### src/rtl/alu_ctrl_issue.sv
// alu_ctrl_issue
//   Registered ALU control decoder between ID and EX. Decodes ALUOp, funct3,
//   funct7 and opcode bit 5 into an ALU control word. The result sits in a
//   one-entry output stage with a valid/ready handshake on both sides.
//   Optional RV32M ops hold the stage for MUL_LAT/DIV_LAT cycles and
//   back-pressure decode while they are in flight.
//
//   Build option: define RV32M_EN to decode R-type funct7==0000001 as
//   multiply/divide. When it is undefined those encodings are illegal and the
//   multicycle state and latency counter are not built.
//
// Ports
//   i_clk, i_rst           clock (rising edge), async active-high reset
//   i_valid / o_ready      decode-side handshake
//   i_ALUOp, i_funct3,
//   i_funct7, i_opecodeb5  instruction fields to decode
//   o_valid / i_ready      EX-side handshake
//   o_ALUCtrl              control word (bits above [4:0] are always 0)
//   o_illegal              entry is an illegal encoding
//   o_multicycle           entry is an M-extension op
//
// States
//   S_IDLE | stage empty, ready to accept
//   S_HOLD | entry valid, waiting for EX to consume it
//   S_MC   | M op in flight, counter running (RV32M_EN builds only)

module alu_ctrl_issue #(
    parameter int CTRL_W  = 5,
    parameter int MUL_LAT = 3,
    parameter int DIV_LAT = 8
) (
    input  logic              i_clk,
    input  logic              i_rst,
    input  logic              i_valid,
    output logic              o_ready,
    input  logic [1:0]        i_ALUOp,
    input  logic [2:0]        i_funct3,
    input  logic [6:0]        i_funct7,
    input  logic              i_opecodeb5,
    output logic              o_valid,
    input  logic              i_ready,
    output logic [CTRL_W-1:0] o_ALUCtrl,
    output logic              o_illegal,
    output logic              o_multicycle
);

    localparam logic [4:0] OP_ADD  = 5'b00000;
    localparam logic [4:0] OP_SUB  = 5'b00001;
    localparam logic [4:0] OP_OR   = 5'b00010;
    localparam logic [4:0] OP_AND  = 5'b00011;
    localparam logic [4:0] OP_XOR  = 5'b00100;
    localparam logic [4:0] OP_SRA  = 5'b00101;
    localparam logic [4:0] OP_SRL  = 5'b00110;
    localparam logic [4:0] OP_SLL  = 5'b00111;
    localparam logic [4:0] OP_SLT  = 5'b01101;
    localparam logic [4:0] OP_SLTU = 5'b01110;
    localparam logic [4:0] OP_ILL  = 5'b11111;

    localparam logic [6:0] F7_BASE = 7'b0000000;
    localparam logic [6:0] F7_ALT  = 7'b0100000;
    localparam logic [6:0] F7_MEXT = 7'b0000001;

    logic [4:0] dec_ctrl;
    logic       dec_illegal;
    logic       dec_mc;

    always_comb begin
        dec_ctrl    = OP_ADD;
        dec_illegal = 1'b0;
        dec_mc      = 1'b0;
        case (i_ALUOp)
            2'b00: dec_ctrl = OP_ADD;
            2'b01: dec_ctrl = OP_SUB;
            2'b11: dec_illegal = 1'b1;
            default: begin
                if (i_opecodeb5 && (i_funct7 == F7_MEXT)) begin
`ifdef RV32M_EN
                    // M ops encode as 10 followed by funct3
                    dec_ctrl = {2'b10, i_funct3};
                    dec_mc   = 1'b1;
`else
                    dec_illegal = 1'b1;
`endif
                end else if (i_opecodeb5 && (i_funct7 != F7_BASE) && (i_funct7 != F7_ALT)) begin
                    dec_illegal = 1'b1;
                end else if (i_opecodeb5 && (i_funct7 == F7_ALT) &&
                             (i_funct3 != 3'b000) && (i_funct3 != 3'b101)) begin
                    dec_illegal = 1'b1;
                end else begin
                    case (i_funct3)
                        3'b000:  dec_ctrl = (i_opecodeb5 && (i_funct7 == F7_ALT)) ? OP_SUB : OP_ADD;
                        3'b001:  dec_ctrl = OP_SLL;
                        3'b010:  dec_ctrl = OP_SLT;
                        3'b011:  dec_ctrl = OP_SLTU;
                        3'b100:  dec_ctrl = OP_XOR;
                        // I-type shifts keep funct7[5] as the arithmetic select
                        3'b101:  dec_ctrl = i_funct7[5] ? OP_SRA : OP_SRL;
                        3'b110:  dec_ctrl = OP_OR;
                        default: dec_ctrl = OP_AND;
                    endcase
                end
            end
        endcase
        if (dec_illegal) begin
            dec_ctrl = OP_ILL;
        end
    end

`ifdef RV32M_EN
    typedef enum logic [1:0] {S_IDLE, S_HOLD, S_MC} state_t;

    localparam int MAX_LAT = (MUL_LAT > DIV_LAT) ? MUL_LAT : DIV_LAT;
    localparam int CNT_W   = $clog2(MAX_LAT + 1);
    localparam logic [CNT_W-1:0] MUL_LD = CNT_W'(MUL_LAT - 1);
    localparam logic [CNT_W-1:0] DIV_LD = CNT_W'(DIV_LAT - 1);

    logic [CNT_W-1:0] cnt_q, cnt_d;
    logic [CNT_W-1:0] lat_ld;
`else
    typedef enum logic [1:0] {S_IDLE, S_HOLD} state_t;

    logic unused_lat;
    assign unused_lat = (MUL_LAT + DIV_LAT) != 0;
`endif

    state_t            state_q, state_d;
    logic [CTRL_W-1:0] ctrl_q, ctrl_d;
    logic              illegal_q, illegal_d;
    logic              mc_q, mc_d;
    logic              accept;

    assign o_valid      = (state_q == S_HOLD);
    assign o_ready      = (state_q == S_IDLE) || ((state_q == S_HOLD) && i_ready);
    assign accept       = i_valid && o_ready;
    assign o_ALUCtrl    = ctrl_q;
    assign o_illegal    = illegal_q;
    assign o_multicycle = mc_q;

`ifdef RV32M_EN
    // funct3[2] separates the divide group from the multiply group
    assign lat_ld = i_funct3[2] ? DIV_LD : MUL_LD;
`endif

    always_comb begin
        state_d   = state_q;
        ctrl_d    = ctrl_q;
        illegal_d = illegal_q;
        mc_d      = mc_q;
`ifdef RV32M_EN
        cnt_d     = cnt_q;
`endif
        if (accept) begin
            ctrl_d    = CTRL_W'(dec_ctrl);
            illegal_d = dec_illegal;
            mc_d      = dec_mc;
            state_d   = S_HOLD;
`ifdef RV32M_EN
            // a latency of 1 skips the counter and lands straight in HOLD
            if (dec_mc && (lat_ld != '0)) begin
                state_d = S_MC;
                cnt_d   = lat_ld;
            end
`endif
        end else begin
            case (state_q)
                S_HOLD: if (i_ready) state_d = S_IDLE;
`ifdef RV32M_EN
                S_MC: begin
                    cnt_d = cnt_q - 1'b1;
                    if (cnt_q == 1) state_d = S_HOLD;
                end
`endif
                default: state_d = state_q;
            endcase
        end
    end

    always_ff @(posedge i_clk or posedge i_rst) begin
        if (i_rst) begin
            state_q   <= S_IDLE;
            ctrl_q    <= '0;
            illegal_q <= 1'b0;
            mc_q      <= 1'b0;
`ifdef RV32M_EN
            cnt_q     <= '0;
`endif
        end else begin
            state_q   <= state_d;
            ctrl_q    <= ctrl_d;
            illegal_q <= illegal_d;
            mc_q      <= mc_d;
`ifdef RV32M_EN
            cnt_q     <= cnt_d;
`endif
        end
    end

endmodule

### config.mk
export PLATFORM = sky130hd
export DESIGN_NAME = alu_ctrl_issue
export DESIGN_NICKNAME = d
export VERILOG_FILES = /design/src/rtl/alu_ctrl_issue.sv
export SDC_FILE = /design/constraint.sdc
export NUM_CORES = 1
export LEC_CHECK = 0
export CORE_AREA = 3 3 40 42
export DETAILED_ROUTE_END_ITERATION = 10
export DIE_AREA = 0 0 43 45
export GPL_ROUTABILITY_DRIVEN = 0
export PLACE_DENSITY_LB_ADDON = 0.15
export SKIP_CTS_REPAIR_TIMING = 1
export SLEW_MARGIN = 5
export SYNTH_ARGS = -nofsm -noshare
export SYNTH_HDL_FRONTEND = slang
export SYNTH_SLANG_ARGS = --single-unit
### constraint.sdc
create_clock -name i_clk -period 1.2 [get_ports i_clk]
set_clock_uncertainty 0.15 [all_clocks]
set_input_delay 0.24 -clock i_clk [delete_from_list [all_inputs] [get_ports i_clk]]
set_output_delay 0.24 -clock i_clk [all_outputs]
set_load 0.01 [all_outputs]
==> Yosys cells after proc, flatten, opt, wreduce, memory -nomap -nowiden <==
Index checks and enable logic that the tools add are counted.
{ "classes": {"n_eq_ne": 13, "mux": 15, "reduce_logical": 19} }
{ "op_table": {"columns": ["operator", "n"], "rows": [
  ["$pmux W4 S7", 1],
  ["$mux W4", 3],
  ["$eq A3 B3 Y1 const B", 3],
  ["$logic_and A1 B1 Y1", 8],
  ["$mux W2", 4],
  ["$pmux W4 S2", 1],
  ["$eq A7 B1 Y1 const B", 1],
  ["$eq A7 B6 Y1 const B", 1],
  ["$ne A7 B6 Y1 const B", 1],
  ["$reduce_bool A7 Y1", 1],
  ["$eq A3 B2 Y1 const B", 2],
  ["$mux W5", 1],
  ["$eq A2 B1 Y1 const B", 2],
  ["$logic_not A2 Y1", 2],
  ["$mux W1", 4],
  ["$reduce_bool A2 Y1", 2],
  ["$reduce_or A2 Y1", 2],
  ["$eq A3 B1 Y1 const B", 1],
  ["$logic_not A3 Y1", 1],
  ["$ne A3 B3 Y1 const B", 1],
  ["$reduce_bool A3 Y1", 1],
  ["$eq A2 B2 Y1 const B", 1],
  ["$pmux W1 S2", 1],
  ["$reduce_and A2 Y1", 1],
  ["$logic_or A1 B1 Y1", 1]
]} }
{ "word_totals": {"ff_bits": 8, "inputBits": 17, "wordCells": 50} }

==> Longest topological paths before layout <==
Gate-level depths: netlist (run 1).
{ "logic_depth": {"ltp_word": 9, "depth_mapped": 4, "depth_no_buf": 4} }

==> Least setup slack after synthesis (run 1) <==
No wires, ideal clock.
{ "synth_path": {"path_type": "in2reg", "start": "input i_funct7[3]", "end": "register ctrl_q[3], in the netlist o_ALUCtrl[3]", "t_arrival_ns": 1.395, "t_required_ns": 0.929, "path_slack_ns": -0.466, "cell_stages": 3, "path_buffers": 0, "cell_sequence": "or4_4 -> or4b_1 -> a22o_1"} }
{ "synth_via": {"elab_chain_len": 9, "word_cells_on_any_way": 19} }
{ "synth_lines": {"columns": ["element", "line_no", "rtl"], "rows": [
  ["start: declaration", "38", "input logic [6:0] i_funct7,"],
  ["$eq A7 B6 Y1", "86", "end else if (i_opecodeb5 && (i_funct7 == F7_ALT) &&"],
  ["$logic_and A1 B1 Y1 (2 in a row)", "86", null],
  ["$logic_and A1 B1 Y1", "87", "(i_funct3 != 3'b000) && (i_funct3 != 3'b101)) begin"],
  ["$mux W4 or $mux W1 (tied branches)", "86", null],
  ["$mux W4 or $mux W1 (tied branches)", "84", "end else if (i_opecodeb5 && (i_funct7 != F7_BASE) && (i_funct7 != F7_ALT)) begin"],
  ["$mux W4 or $mux W1 (tied branches)", "76", "if (i_opecodeb5 && (i_funct7 == F7_MEXT)) begin"],
  ["$pmux W4 S2 or $pmux W1 S2 (tied branches)", "71", "case (i_ALUOp)"],
  ["$mux W5 (*)", "104", "if (dec_illegal) begin"],
  ["end signal: assignment", "189", "ctrl_q <= ctrl_d;"],
  ["end: declaration", "127", "logic [CTRL_W-1:0] ctrl_q, ctrl_d;"]
]} }
Every way passes the cells marked *; elsewhere a longest branch is shown, timed or not.
A chain may end at the register's enable or synchronous reset.

==> Worst setup path in the final report (run 1) <==
{ "layout_path": {"start": "input i_funct7[6]", "end": "register ctrl_q[3], in the netlist o_ALUCtrl[3]"} }
Same word-level chain as after synthesis.

==> results.tsv, run 1 <==
stage	metric	value	unit
status	status	complete, but fails checks	
status	violations	setup timing	
synth	synth_top_family_by_area	simple AND/OR/NAND/NOR gates	
power	seqPwrFrac	34.3	%
power	swShare	29.3	%
floorplanning	start_util	31.1	%
synth	async_flop_share	100	%
power	switching_power	0.000210	W
critical_path	reg2reg_slack	-0.16	ns
power	p_int	0.000507	W
route	avgRoutedWirePerCell	12.4	µm
route	first_pass_iters	4	
power	totalPowerFinal	0.000717	W
placed_design	dpl.hpwl	924	µm
critical_path	cp_data_required_time	1.18	ns
critical_path	cp_data_arrival_time	1.55	ns
synth	syn_area	399	µm²
floorplanning	rows	13	
critical_path	worstPathCellList	clkbuf_2, or4_4, or4b_1, a22o_1	
power	powerDensity	845	nW/µm²
power	vdd_drop_max	0.380	mV
synth	ys.flop_type	dfrtp_1	
synth	synth_cell_types	27	
critical_path	start_kind	input port	
synth	yosys.area.top_type	dfrtp_1	
floorplanning	die_w	43	µm
placed_design	io_buffers	24	
cts	clock_path_buffers	2	
grt	grt_usage	12.6	%
route	drc	0	
synth	synth_nets	63	
critical_path	critical_path_class	input port to register	
sta	rsz0062_at_grt	yes	
grt	gr-total-overflow	0	
power	power_frac_clock	25.8	%
synth	yosys.area_share.simple	29.5	%
critical_path	cp-end-kind	register	
synth	yosysWarningCount	0	
synth	synth_mux_area_share	2.51	%
cts	clk_pin_slew_worst_paths	0.04	ns
floorplanning	core_area	1280	µm²
cts	insertion_delay	0.24	ns
sta	min_period_over_period	131	%
grt	grt_start_max_net_pins	7	
synth	synth_edf_count	0	
synth	synth_top_area_share	37.6	%
finish	fill_cells	117	
floorplanning	die_y	45	µm
critical_path	timing.critical_path.slowest_cell_delay	0.53	ns
flow_run	max_cap_viol_count	0	
route	ant_nets	0	
critical_path	crit_path_top_delay_cell	or4_4	
route	vias_per_cell	4.94	
sta	slew_violations	0	
finish	drive_gt1_share	48.9	%
finish	multi_input_area	292	µm²
synth	synth_xor_area_share	2.19	%
grt	grt_pass1_vias	479	
finish	nets	109	
synth	synth.area.top_cells	dfrtp_1 38%, nand2_1 4.7%, a21oi_1 3.8%	
cts	cts_root_buf	clkbuf_4	
cts	cts_tree	yes	
finish	layout_common_cells	19 x buf_4, 9 x dlymetal6s2s_1, 9 x clkbuf_2	
critical_path	critical_path_buf_inv_count	1	
critical_path	cp_max_fo	3	
grt	grt_pass1_wl	1830	µm
finish	diodes	0	
critical_path	critPathTopFamily	simple AND/OR/NAND/NOR gates	
sta	period_needed	1.57	ns
cts	htree_num_levels	1	
sta	final.setup.worst_slack	-0.373	ns
synth	synth-seq-cells	6	
finish	syn2layout_area_growth	113	%
route	drt-initial-drc-count	7	
synth	synth-compound-area-share	22.6	%
synth	syn_inst	46	
finish	seqCellArea	150	µm²
finish	final_common_cell	buf_4	
power	comb_power_share	39.9	%
min_path	min_path_type	input port to asynchronous set/reset pin	
sta	setup_violations	6	
sta	fmax	636	MHz
synth	postSynthAreaPerCell	8.68	µm²
power	p_leak	0.458	nW
grt	antenna_found_initial	0	
synth	synthAdderAreaFrac	0	%
synth	yosysSeqAreaShare	37.6	%
placed_design	post-place-ws	-0.899	ns
route	num_vias	519	
cts	cts.sink_count	6	
sta	hold_viol	0	
floorplanning	ios	26	
cts	cts_buffers	3	
route	wl	1300	µm
floorplanning	design.die.area	1940	µm²
## path summary, 6_finish.rpt
path,end,cells after the start,from
worst max register to register,o_ALUCtrl[0],5,state_q[0]
worst max-delay path,o_ALUCtrl[3],4,i_funct7[6]
min in group i_clk,state_q[0],4,i_ready
worst min register to register,o_ALUCtrl[3],1,o_ALUCtrl[3]
worst min-delay path,o_ALUCtrl[1],2,i_rst
max in group asynchronous,o_ALUCtrl[0],2,i_rst
## cells by family after synthesis
group,Yosys count
muxes,1
AOI/OAI and AO/OA,13
other,1
and+or+nand+nor,21
DFF,6
buffers and inverters,3
xor gates and xnor gates,1
## Yosys cell counts, types with 2 or more instances
cell,count
nor3_1,3
a21oi_1,3
nand2_1,5
nor2_1,2
o21ai_0,3
dfrtp_1,6
nand2b_1,2
buf_4,2
or3_1,2
## area by class of cell
class,count,share of cell area (%)
multi-input combinational,37,34.4
timing repair buffer,43,42.6
tap,15,2.21
sequential,6,17.7
inverter,1,0.442
clock buffer,3,2.65
## routing by layer
metal  wire length (µm)  global-route usage [%]  up-vias
met1                464                    13.4      226
met5                  0                       0        -
met2                703                    23.1       28
met3                101                    1.59        6
met4                 34                    9.04        0
li1                   -                       -      259
## metrics by stage
step / utilization [%] / cells / setup TNS [ns] / hold slack (ns) / area [µm²]
2_1_floorplan: - / 46 / -2.00 / -0.119 / 399
3_3_place_gp: 60.0 / 100 / -5.23 / 0.330 / 771
3_5_place_dp: 60.0 / 100 / -5.33 / 0.324 / 771
4_1_cts: 61.7 / 103 / -5.84 / 0.0710 / 793
5_1_grt: 66.0 / 105 / -1.82 / 0.0849 / 848
6_report: 66.0 / 105 / -1.59 / 0.0651 / 848
## flip-flops by register name, indices dropped and copies added (netlist names)
signal,cells
o_ALUCtrl,5
state_q,1
## power groups by stage
stage	Clock [W]	Combinational, W	Sequential (W)
after global placement	0	0.000282	0.000247
after detailed placement	0	0.000285	0.000248
after floorplan	0	0.0000791	0.000260
after global routing	0.000199	0.000311	0.000251
final	0.000185	0.000286	0.000246
after CTS	0.000191	0.000286	0.000245
No activity file was read; power rests on OpenSTA's default activity.
==> inputs of run 2 (changes only) <==
--- a/config.mk
+++ b/config.mk
@@ -9,9 +9,9 @@
 export DETAILED_ROUTE_END_ITERATION = 10
 export DIE_AREA = 0 0 43 45
 export GPL_ROUTABILITY_DRIVEN = 0
-export PLACE_DENSITY_LB_ADDON = 0.15
+export PLACE_DENSITY = 0.69
 export SKIP_CTS_REPAIR_TIMING = 1
-export SLEW_MARGIN = 5
+export SLEW_MARGIN = 20
 export SYNTH_ARGS = -nofsm -noshare
 export SYNTH_HDL_FRONTEND = slang
 export SYNTH_SLANG_ARGS = --single-unit
==> run 2 against run 1 <==
- the run still ends with setup timing left
- core utilization rose by 3.6 points
- cell count rose by 2.9%
- total power rose by 0.43%
- global-route usage fell by 0.85 points
- routed wire length fell by 0.61%
- worst hold slack improved by 0.0086 ns
- combinational power rose by 5%
- sequential power barely moved
- sequential cell count did not move
- register-to-register slack barely moved
- cell area rose by 5.5%
- largest cell class unchanged
==> results.tsv, run 2 (synthesized netlist as in run 1, its figures left out) <==
stage	metric	value	unit
route	first_pass_iters	4	
floorplanning	rows	13	
critical_path	worstPathCellList	clkbuf_2, or4_4, or4b_4, a22o_1	
critical_path	cp_data_arrival_time	1.57	ns
grt	grt_usage	11.8	%
cts	clock_path_buffers	2	
finish	diodes	0	
power	switching_power	0.000196	W
sta	rsz0062_at_grt	yes	
grt	gr-total-overflow	0	
route	avgRoutedWirePerCell	12.0	µm
cts	cts_tree	yes	
status	violations	setup timing	
cts	cts_root_buf	clkbuf_4	
grt	grt_start_max_net_pins	7	
finish	fin_cells	108	
power	swShare	27.3	%
floorplanning	die_w	43	µm
sta	period_needed	1.59	ns
critical_path	start_kind	input port	
sta	setup_violations	6	
finish	largest_register_ffs	5	
critical_path	cp_max_fo	3	
critical_path	critPathTopFamily	simple AND/OR/NAND/NOR gates	
status	status	complete, but fails checks	
finish	final_common_cell	buf_4	
power	comb_power_share	41.6	%
sta	slew_violations	0	
cts	cts.sink_count	6	
cts	cts_buffers	3	
placed_design	dpl.hpwl	941	µm
power	p_int	0.000524	W
critical_path	critical_path_class	input port to register	
route	drc	0	
finish	nets	112	
critical_path	cp-end-kind	register	
sta	fmax	627	MHz
finish	syn2layout_area_growth	124	%
power	power_frac_clock	24.2	%
sta	hold_viol	0	
floorplanning	design.die.area	1940	µm²
grt	grt_pass1_wl	1680	µm
finish	fill_cells	110	
floorplanning	die_y	45	µm
sta	final.setup.worst_slack	-0.395	ns
route	vias_per_cell	4.87	
flow_run	max_cap_viol_count	0	
floorplanning	start_util	31.1	%
grt	grt_pass1_vias	464	
power	seqPwrFrac	34.2	%
route	drt-initial-drc-count	7	
power	vdd_drop_max	0.333	mV
sta	min_period_over_period	133	%
cts	htree_num_levels	1	
critical_path	crit_path_top_delay_cell	or4_4	
floorplanning	core_area	1280	µm²
finish	drive_gt1_share	47.3	%
floorplanning	ios	26	
placed_design	dp.cells	103	
route	wl	1300	µm
cts	insertion_delay	0.23	ns
cts	clk_pin_slew_worst_paths	0.04	ns
finish	layout_common_cells	20 x buf_4, 11 x dlymetal6s2s_1, 7 x clkbuf_2	
critical_path	critical_path_buf_inv_count	1	
power	powerDensity	805	nW/µm²
grt	antenna_found_initial	0	
critical_path	cp_data_required_time	1.17	ns
placed_design	io_buffers	24	
power	p_leak	0.494	nW
min_path	min_path_type	input port to asynchronous set/reset pin	
route	ant_nets	0	
critical_path	timing.critical_path.slowest_cell_delay	0.53	ns
route	num_vias	526	
finish	final_util	69.6	%
run 2: cell count changes in the layout (fill, tap and decap cells not counted), moves of 2 or more:
cell and change:
buf_6 +2, clkbuf_2 -2, dlymetal6s2s_1 +2, o21ai_1 +2, o21ai_2 -2
run 2: worst register-to-register path, delay by kind of cell (launching register included):
family	cells	cell delay, ns
flops	1	0.40
compound gates	1	0.05
buf+inv	1	0.12
simple gates	3	0.50
run 2: worst paths after layout:
path | startpoint | end | slack (ns) | cells after the start
max | i_funct7[6] | o_ALUCtrl[3] | -0.39 | 4
min | i_rst | o_ALUCtrl[3] | 0.07 | 2
max reg2reg | state_q[0] | o_ALUCtrl[0] | -0.15 | 5
min reg2reg | o_ALUCtrl[4] | o_ALUCtrl[4] | 0.44 | 3
max in group asynchronous | i_rst | o_ALUCtrl[2] | 0.63 | 2
min in group i_clk | i_ready | state_q[0] | 0.29 | 4
run 2: power by group through the flow:
stage          clock [W]  combinational, W  sequential, W
6_report        0.000175          0.000299       0.000246
3_5_place_dp           0          0.000300       0.000248
4_1_cts         0.000180          0.000301       0.000246
2_1_floorplan          0         0.0000791       0.000260
5_1_grt         0.000192          0.000323       0.000249
3_3_place_gp           0          0.000297       0.000247
run 2: routing by layer:
metal  GRT usage, %  up-vias  wire [µm]
li1               -      266          -
met1           10.9      233        514
met2           23.1       25        665
met3           2.79        2         98
met4           7.23        0         17
met5              0        -          0
run 2: area by class of cell:
type | count | area [µm²] | share of cell area [%]
Timing Repair Buffer | 46 | 407 | 45.5
Tap cell | 15 | 18.8 | 2.10
Sequential cell | 6 | 150 | 16.8
Multi-Input combinational cell | 37 | 293 | 32.7
Inverter | 1 | 3.75 | 0.420
Clock buffer | 3 | 22.5 | 2.52
run 2: per-stage QoR:
step	setup slack, ns	instance area, µm²	TNS (ns)	power (W)	hold slack, ns
6_report	-0.395	895	-1.97	0.000720	0.0736
5_1_grt	-0.447	895	-2.23	0.000764	0.124
4_1_cts	-0.650	816	-5.88	0.000727	0.0773
3_5_place_dp	-0.900	793	-5.40	0.000549	0.331
3_3_place_gp	-0.896	793	-5.28	0.000543	0.323
2_1_floorplan	-0.466	399	-2.00	0.000339	-0.119
==> inputs of run 3 (changes only) <==
--- a/config.mk
+++ b/config.mk
@@ -5,6 +5,7 @@
 export SDC_FILE = /design/constraint.sdc
 export NUM_CORES = 1
 export LEC_CHECK = 0
+export ABC_CLOCK_PERIOD_IN_PS = 1200
 export CORE_AREA = 3 3 40 42
 export DETAILED_ROUTE_END_ITERATION = 10
 export DIE_AREA = 0 0 43 45
==> results of run 3 <==
No change in the layout: final DEF, timing and power equal those of run 2.
